===== src/rtl/cpu_pkg.sv =====
// Shared CPU front-end types: widths, default PC step, fetch FSM states,
// and the prefetch buffer entry layout.
package cpu_pkg;

    localparam int INS_W  = 21;
    localparam int ADDR_W = 8;
    localparam logic [ADDR_W-1:0] PC_STEP_DEF = 8'd4;

    typedef enum logic [1:0] {
        IDLE,
        WAIT,
        DROP
    } fetch_state_t;

    typedef struct packed {
        logic [INS_W-1:0]  ins;
        logic [ADDR_W-1:0] pc;
    } entry_t;

endpackage


===== src/rtl/pf_fifo.sv =====
// Prefetch instruction buffer: DEPTH-entry circular FIFO of {ins, pc}.
// Flush wins over push/pop; head entry is exposed combinationally.
module pf_fifo
    import cpu_pkg::*;
#(
    parameter int DEPTH = 4,
    localparam int AW   = (DEPTH > 1) ? $clog2(DEPTH) : 1
) (
    input  logic        clk,
    input  logic        rst_n,
    input  logic        push,
    input  logic        pop,
    input  logic        flush,
    input  entry_t      din,
    output entry_t      head,
    output logic [AW:0] count
);

    entry_t        mem [DEPTH];
    logic [AW-1:0] wr_ptr;
    logic [AW-1:0] rd_ptr;
    logic          do_push;
    logic          do_pop;

    // Guard against underflow/overflow so a stray request cannot corrupt count
    assign do_push = push && (count != (AW+1)'(DEPTH));
    assign do_pop  = pop && (count != '0);
    assign head    = mem[rd_ptr];

    // Pointer, count and storage update; storage cleared so outputs are 0 in reset
    always_ff @(posedge clk or negedge rst_n) begin
        if (!rst_n) begin
            wr_ptr <= '0;
            rd_ptr <= '0;
            count  <= '0;
            for (int i = 0; i < DEPTH; i++) mem[i] <= '0;
        end else if (flush) begin
            wr_ptr <= '0;
            rd_ptr <= '0;
            count  <= '0;
        end else begin
            if (do_push) begin
                mem[wr_ptr] <= din;
                wr_ptr      <= wr_ptr + AW'(1);
            end
            if (do_pop) rd_ptr <= rd_ptr + AW'(1);
            case ({do_push, do_pop})
                2'b10:   count <= count + (AW+1)'(1);
                2'b01:   count <= count - (AW+1)'(1);
                default: count <= count;
            endcase
        end
    end

endmodule


===== src/rtl/ins_prefetch.sv =====
// Instruction prefetcher: single-outstanding memory fetch FSM feeding pf_fifo.
// Optional macro INS_PREFETCH_BYPASS_EN forwards a returning word straight to
// the outputs when the buffer is empty.
module ins_prefetch
    import cpu_pkg::*;
#(
    parameter int                DEPTH   = 4,
    parameter logic [ADDR_W-1:0] PC_STEP = PC_STEP_DEF,
    localparam int               CW      = ((DEPTH > 1) ? $clog2(DEPTH) : 1) + 1
) (
    input  logic              clk,
    input  logic              rst_n,
    output logic              mem_req,
    output logic [ADDR_W-1:0] mem_addr,
    input  logic              mem_ack,
    input  logic [INS_W-1:0]  mem_data,
    input  logic              redirect,
    input  logic [ADDR_W-1:0] redirect_pc,
    input  logic              stall,
    output logic              ins_valid,
    output logic [INS_W-1:0]  ins_out,
    output logic [ADDR_W-1:0] ins_pc,
    output logic [ADDR_W-1:0] ins_npc
);

    fetch_state_t      state;
    logic [ADDR_W-1:0] fetch_pc;
    logic [CW-1:0]     count;
    entry_t            head;
    logic              accept;
    logic              push;
    logic              pop;

    // A returning word is kept only in WAIT and only if no redirect kills it
    assign accept = (state == WAIT) && mem_ack && !redirect;
    assign pop    = (count != '0) && !stall && !redirect;

`ifdef INS_PREFETCH_BYPASS_EN
    logic bypass;
    assign bypass    = accept && (count == '0);
    // A bypassed word consumed this cycle never enters storage
    assign push      = accept && !(bypass && !stall);
    assign ins_valid = (count != '0) || bypass;
    assign ins_out   = bypass ? mem_data : head.ins;
    assign ins_pc    = bypass ? fetch_pc : head.pc;
`else
    assign push      = accept;
    assign ins_valid = (count != '0);
    assign ins_out   = head.ins;
    assign ins_pc    = head.pc;
`endif
    assign ins_npc = ins_pc + PC_STEP;

    pf_fifo #(.DEPTH(DEPTH)) u_fifo (
        .clk   (clk),
        .rst_n (rst_n),
        .push  (push),
        .pop   (pop),
        .flush (redirect),
        .din   ('{ins: mem_data, pc: fetch_pc}),
        .head  (head),
        .count (count)
    );

    // Fetch FSM: one request in flight; a free slot is reserved before issuing,
    // and pushes only happen for the in-flight request, so storage never overflows
    always_ff @(posedge clk or negedge rst_n) begin
        if (!rst_n) begin
            state    <= IDLE;
            fetch_pc <= '0;
            mem_req  <= 1'b0;
            mem_addr <= '0;
        end else begin
            case (state)
                IDLE: begin
                    if (redirect) begin
                        // Buffer is flushed this cycle, so restart at once
                        fetch_pc <= redirect_pc;
                        mem_req  <= 1'b1;
                        mem_addr <= redirect_pc;
                        state    <= WAIT;
                    end else if (count < CW'(DEPTH)) begin
                        mem_req  <= 1'b1;
                        mem_addr <= fetch_pc;
                        state    <= WAIT;
                    end
                end
                WAIT: begin
                    if (redirect) begin
                        fetch_pc <= redirect_pc;
                        mem_req  <= 1'b0;
                        // Without the ack the old word is still coming and must be eaten
                        state    <= mem_ack ? IDLE : DROP;
                    end else if (mem_ack) begin
                        fetch_pc <= fetch_pc + PC_STEP;
                        mem_req  <= 1'b0;
                        state    <= IDLE;
                    end
                end
                DROP: begin
                    if (redirect) fetch_pc <= redirect_pc;
                    // The stale ack completes the abandoned request
                    if (mem_ack) state <= IDLE;
                end
                default: begin
                    state   <= IDLE;
                    mem_req <= 1'b0;
                end
            endcase
        end
    end

endmodule


===== config.mk =====
export PLATFORM = sky130hd
export DESIGN_NAME = ins_prefetch
export DESIGN_NICKNAME = d
export VERILOG_FILES = /design/src/rtl/cpu_pkg.sv /design/src/rtl/pf_fifo.sv /design/src/rtl/ins_prefetch.sv
export SDC_FILE = /design/constraint.sdc
export NUM_CORES = 1
export LEC_CHECK = 0
export CAP_MARGIN = 20
export CELL_PAD_IN_SITES_DETAIL_PLACEMENT = 1
export CELL_PAD_IN_SITES_GLOBAL_PLACEMENT = 1
export CORE_ASPECT_RATIO = 1.1
export CORE_MARGIN = 5
export CORE_UTILIZATION = 47
export CTS_CLUSTER_DIAMETER = 150
export DETAILED_ROUTE_END_ITERATION = 8
export GPL_TIMING_DRIVEN = 0
export PLACE_DENSITY_LB_ADDON = 0.15
export REMOVE_ABC_BUFFERS = 1
export SETUP_SLACK_MARGIN = 0.1
export SYNTH_ARGS = -nofsm -noshare
export SYNTH_HDL_FRONTEND = slang
export SYNTH_SLANG_ARGS = --single-unit

===== constraint.sdc =====
create_clock -name clk -period 3.42 [get_ports clk]
set_input_delay 0.684 -clock clk [delete_from_list [all_inputs] [get_ports clk]]
set_output_delay 0.684 -clock clk [all_outputs]
set_load 0.01 [all_outputs]

==> results of run 1 <==
==> kinds of logic (layout without fill, tap and decap cells) <==
family,after synthesis,in the layout,share of synthesized area [%]
xor+xnor,5,5,0.644
fa+ha+maj,7,7,1.40
flops,142,142,52.3
buf+inv,42,126,4.03
mux,157,157,32.8
compound gates,50,50,4.75
simple gates,52,52,4.05
==> worst reg2reg max path: cells and delay by family, from the launching register on <==
| kind | cells | cell delay [ns] |
|---|---|---|
| compound gates | 3 | 0.46 |
| flops | 1 | 0.46 |
| simple gates | 3 | 1.43 |
| fa+ha+maj | 1 | 0.43 |
==> state kept, by name, summed over array words and instances, names as in the netlist <==
register       flops
fetch_pc           8
mem_addr           8
mem_req            1
state              2
u_fifo.count       3
u_fifo.mem       116
u_fifo.rd_ptr      2
u_fifo.wr_ptr      2
==> through the flow <==
step	hold WS [ns]	cells	total power [mW]	utilization (%)	worst slack, ns
CTS	0.173	731	7.60	58.3	0.207
detailed placement	0.470	695	5.52	53.3	-0.718
floorplan	0.388	421	4.19	-	0.231
finish	0.175	731	7.48	58.3	0.273
global placement	0.465	693	5.38	53.0	-3.89
global route	0.187	731	7.93	58.3	0.144
==> path summary, 6_finish.rpt <==
path                       slack, ns               end  cells after the start
setup / recovery                0.27   u_fifo.count[2]                      8
hold / removal                  0.17    u_fifo.mem[49]                      1
setup reg to reg                0.55   u_fifo.count[2]                      7
hold reg to reg                 0.48           mem_req                      2
max in group asynchronous       2.39  u_fifo.rd_ptr[0]                      2
min in group clk                0.48           mem_req                      2
==> cells in the final DEF, fill, tap and decap left out, drive strengths merged, types with 2 or more instances in the layout <==
cell and n:
and3 2, ha 6, nor3b 2, xor2 2, nand3 3, nand2b 2, o21ai 15, a31o 2
clkinvlp 2, xnor2 3, inv 8, mux4 29, dlygate4sd2 2, buf 7, o21ba 2, clkinv 4
clkdlybuf4s50 77, and2 3, nand2 17, nor3 3, a222oi 2, dfrtp 142, bufinv 4, a21oi 13
clkbuf 22, o22ai 2, or3 3, nor2 11, mux2i 10, mux2 118, o21a 2
==> routing by layer <==
layer	track usage [%]	up-vias	routed length, um
met5	0	-	0
met4	6.39	0	227
met1	23.3	2177	6340
li1	-	1812	-
met2	32.9	80	7770
met3	4.56	19	564
==> power groups by stage <==
| stage | combinational, mW | clock, mW | sequential (mW) |
|---|---|---|---|
| final | 2.84 | 1.99 | 2.65 |
| after global routing | 3.07 | 2.11 | 2.74 |
| after CTS | 2.90 | 2.04 | 2.66 |
| after detailed placement | 2.82 | 0 | 2.70 |
| after global placement | 2.68 | 0 | 2.71 |
| after floorplan | 1.59 | 0 | 2.60 |
==> area by class of cell <==
cell class / count / area, sq um / area share, %
multi-input cells: 271 / 2990 / 35.8
clock inverters: 10 / 159 / 1.90
clock buffers: 22 / 484 / 5.80
well taps: 192 / 240 / 2.88
repair buffers: 86 / 885 / 10.6
inverters: 8 / 30.0 / 0.360
flip-flops and latches: 142 / 3560 / 42.7
==> repair_timing <==
action                     CTS  global route
setup buffers                4             0
setup endpoints to repair  122             1
resized for setup            8             1
==> impl_metrics.py, run 1 <==
metrics = {
    "synth": {
        "synthArstFlopShare_pct": 100,
        "yosysTopAreaCell": "dfrtp_1",
        "netlist.area_leader.share_pct": 52.3,
        "avgSynthCellArea_sq_um": 14.9,
        "syn_area_sq_mm": 0.00680,
        "ys_types": 52,
        "yosysWarningCount": 0,
        "synthTopCellsByCount": "dfrtp_1, mux2_2, mux2_4",
        "synth-seq-cells": 142,
        "yosysMostFrequentCell": "dfrtp_1",
        "post_synth_inst_count": 455,
        "synth_edf_count": 0,
        "seq_area_frac_synth_pct": 52.3,
        "synthFlopType": "dfrtp_1",
        "synth_area_leaders": "dfrtp_1, mux2_2, mux4_2, mux2_4, mux2_1",
    },
    "die": {
        "start_util_pct": 47.4,
        "dieArea_sq_mm": 0.0170,
        "fp.dieW_um": 125,
        "dieHeight_um": 136,
        "pin_count": 81,
        "core_area_sq_mm": 0.0143,
        "num_rows": 46,
    },
    "critical_path": {
        "path_delay_family": "simple AND/OR/NAND/NOR gates",
        "path_max_fanout": 26,
        "crit_buf_inv": 1,
        "arrival_ns": 3.47,
        "path_cells": "dlygate4sd2_1, and4bb_2, a211oi_1, and2_1, fa_1, or4_1, a21o_1, a21oi_1",
        "required_ns": 3.75,
        "critPathMaxStageDelay_ns": 0.59,
        "critPathCaptureType": "flop",
        "crit_start": "redirect",
        "slowest_stage": "dlygate4sd2_1",
        "start_kind": "primary input",
        "worstReg2RegStart": "u_fifo.count[0]",
        "crit_type": "in2reg",
    },
    "place": {
        "gp_congestion": 0.683,
        "port-buffer-count": 80,
        "dpl.hpwl_mm": 9.28,
        "dpl-instance-area_sq_mm": 0.00764,
    },
    "global_routing": {
        "grt_max_degree": 105,
        "grt_antenna_before_repair": 0,
        "grt_pass1_vias": 4662,
        "grt_first_pass_wirelength_mm": 25.3,
        "grt_usage_pct": 18.9,
        "grt-ovfl-total": 0,
    },
    "timing": {
        "max_freq_mhz": 318,
        "worst_clock_skew_ns": 0.00499,
        "slew_violations": 0,
        "final-hold-violation-count": 0,
        "tightest_slew_ns": 1.07,
        "rsz0062_at_grt": "false",
        "setup_viol": 0,
        "layout_min_cycle_time_ns": 3.15,
        "timing.final.crit_share_pct": 92.0,
        "fin_setup_tns_ns": 0,
        "max_slew_margin_pct": 28.6,
    },
    "pwr": {
        "power.switching_mw": 2.22,
        "combPwrFrac_pct": 38.0,
        "power_density_mw_per_mm2": 896,
        "seq_power_share_pct": 35.5,
        "p_leak_nw": 3.86,
        "ir_worst_vdd_v": 0.000359,
        "internal_power_mw": 5.26,
        "clockPowerShare_pct": 26.6,
        "swShare_pct": 29.7,
    },
    "detailed_routing": {
        "drc": 0,
        "route.vias.total": 4088,
        "avgViaCountPerCell": 5.59,
        "drt_iter0_drc": 189,
        "wire_per_inst_um": 20.4,
        "dr.pass1.iters": 6,
        "routed_wirelength_mm": 14.9,
        "ant_nets": 0,
    },
    "clock_network": {
        "cts_num_sinks": 142,
        "cts_made_buffers": 17,
        "cts_buffer_depth": 2,
        "insertion_delay_ns": 0.42,
        "hold_buffers": 0,
        "root_buffer": "clkbuf_16",
        "cts_max_level": 4,
        "clk_pin_slew_ns": 0.06,
        "cts_tree": "yes",
    },
    "hold_path": {
        "hold_path_class": "in2async",
    },
    "cells_and_area": {
        "stdcell_area_sq_mm": 0.00835,
        "synthToLayoutAreaGrowth_pct": 22.8,
        "fill_cells": 1372,
        "drive_above_1_share_pct": 34.7,
        "insertedDiodeCount": 0,
        "finalNetCount": 567,
    },
    "run": {
        "maxCapViolations": 0,
    },
    "outcome": {
        "status": "completed",
    },
}
No activity file was read; power rests on OpenSTA's default activity.
==> run 2, diff against run 1 <==
--- a/config.mk
+++ b/config.mk
@@ -11,7 +11,7 @@
 export CORE_ASPECT_RATIO = 1.1
 export CORE_MARGIN = 5
 export CORE_UTILIZATION = 47
-export CTS_CLUSTER_DIAMETER = 150
+export CTS_CLUSTER_DIAMETER = 80
 export DETAILED_ROUTE_END_ITERATION = 8
 export GPL_TIMING_DRIVEN = 0
 export PLACE_DENSITY_LB_ADDON = 0.15
==> results of run 2 <==
No change in the layout: final DEF, timing and power equal those of run 1.
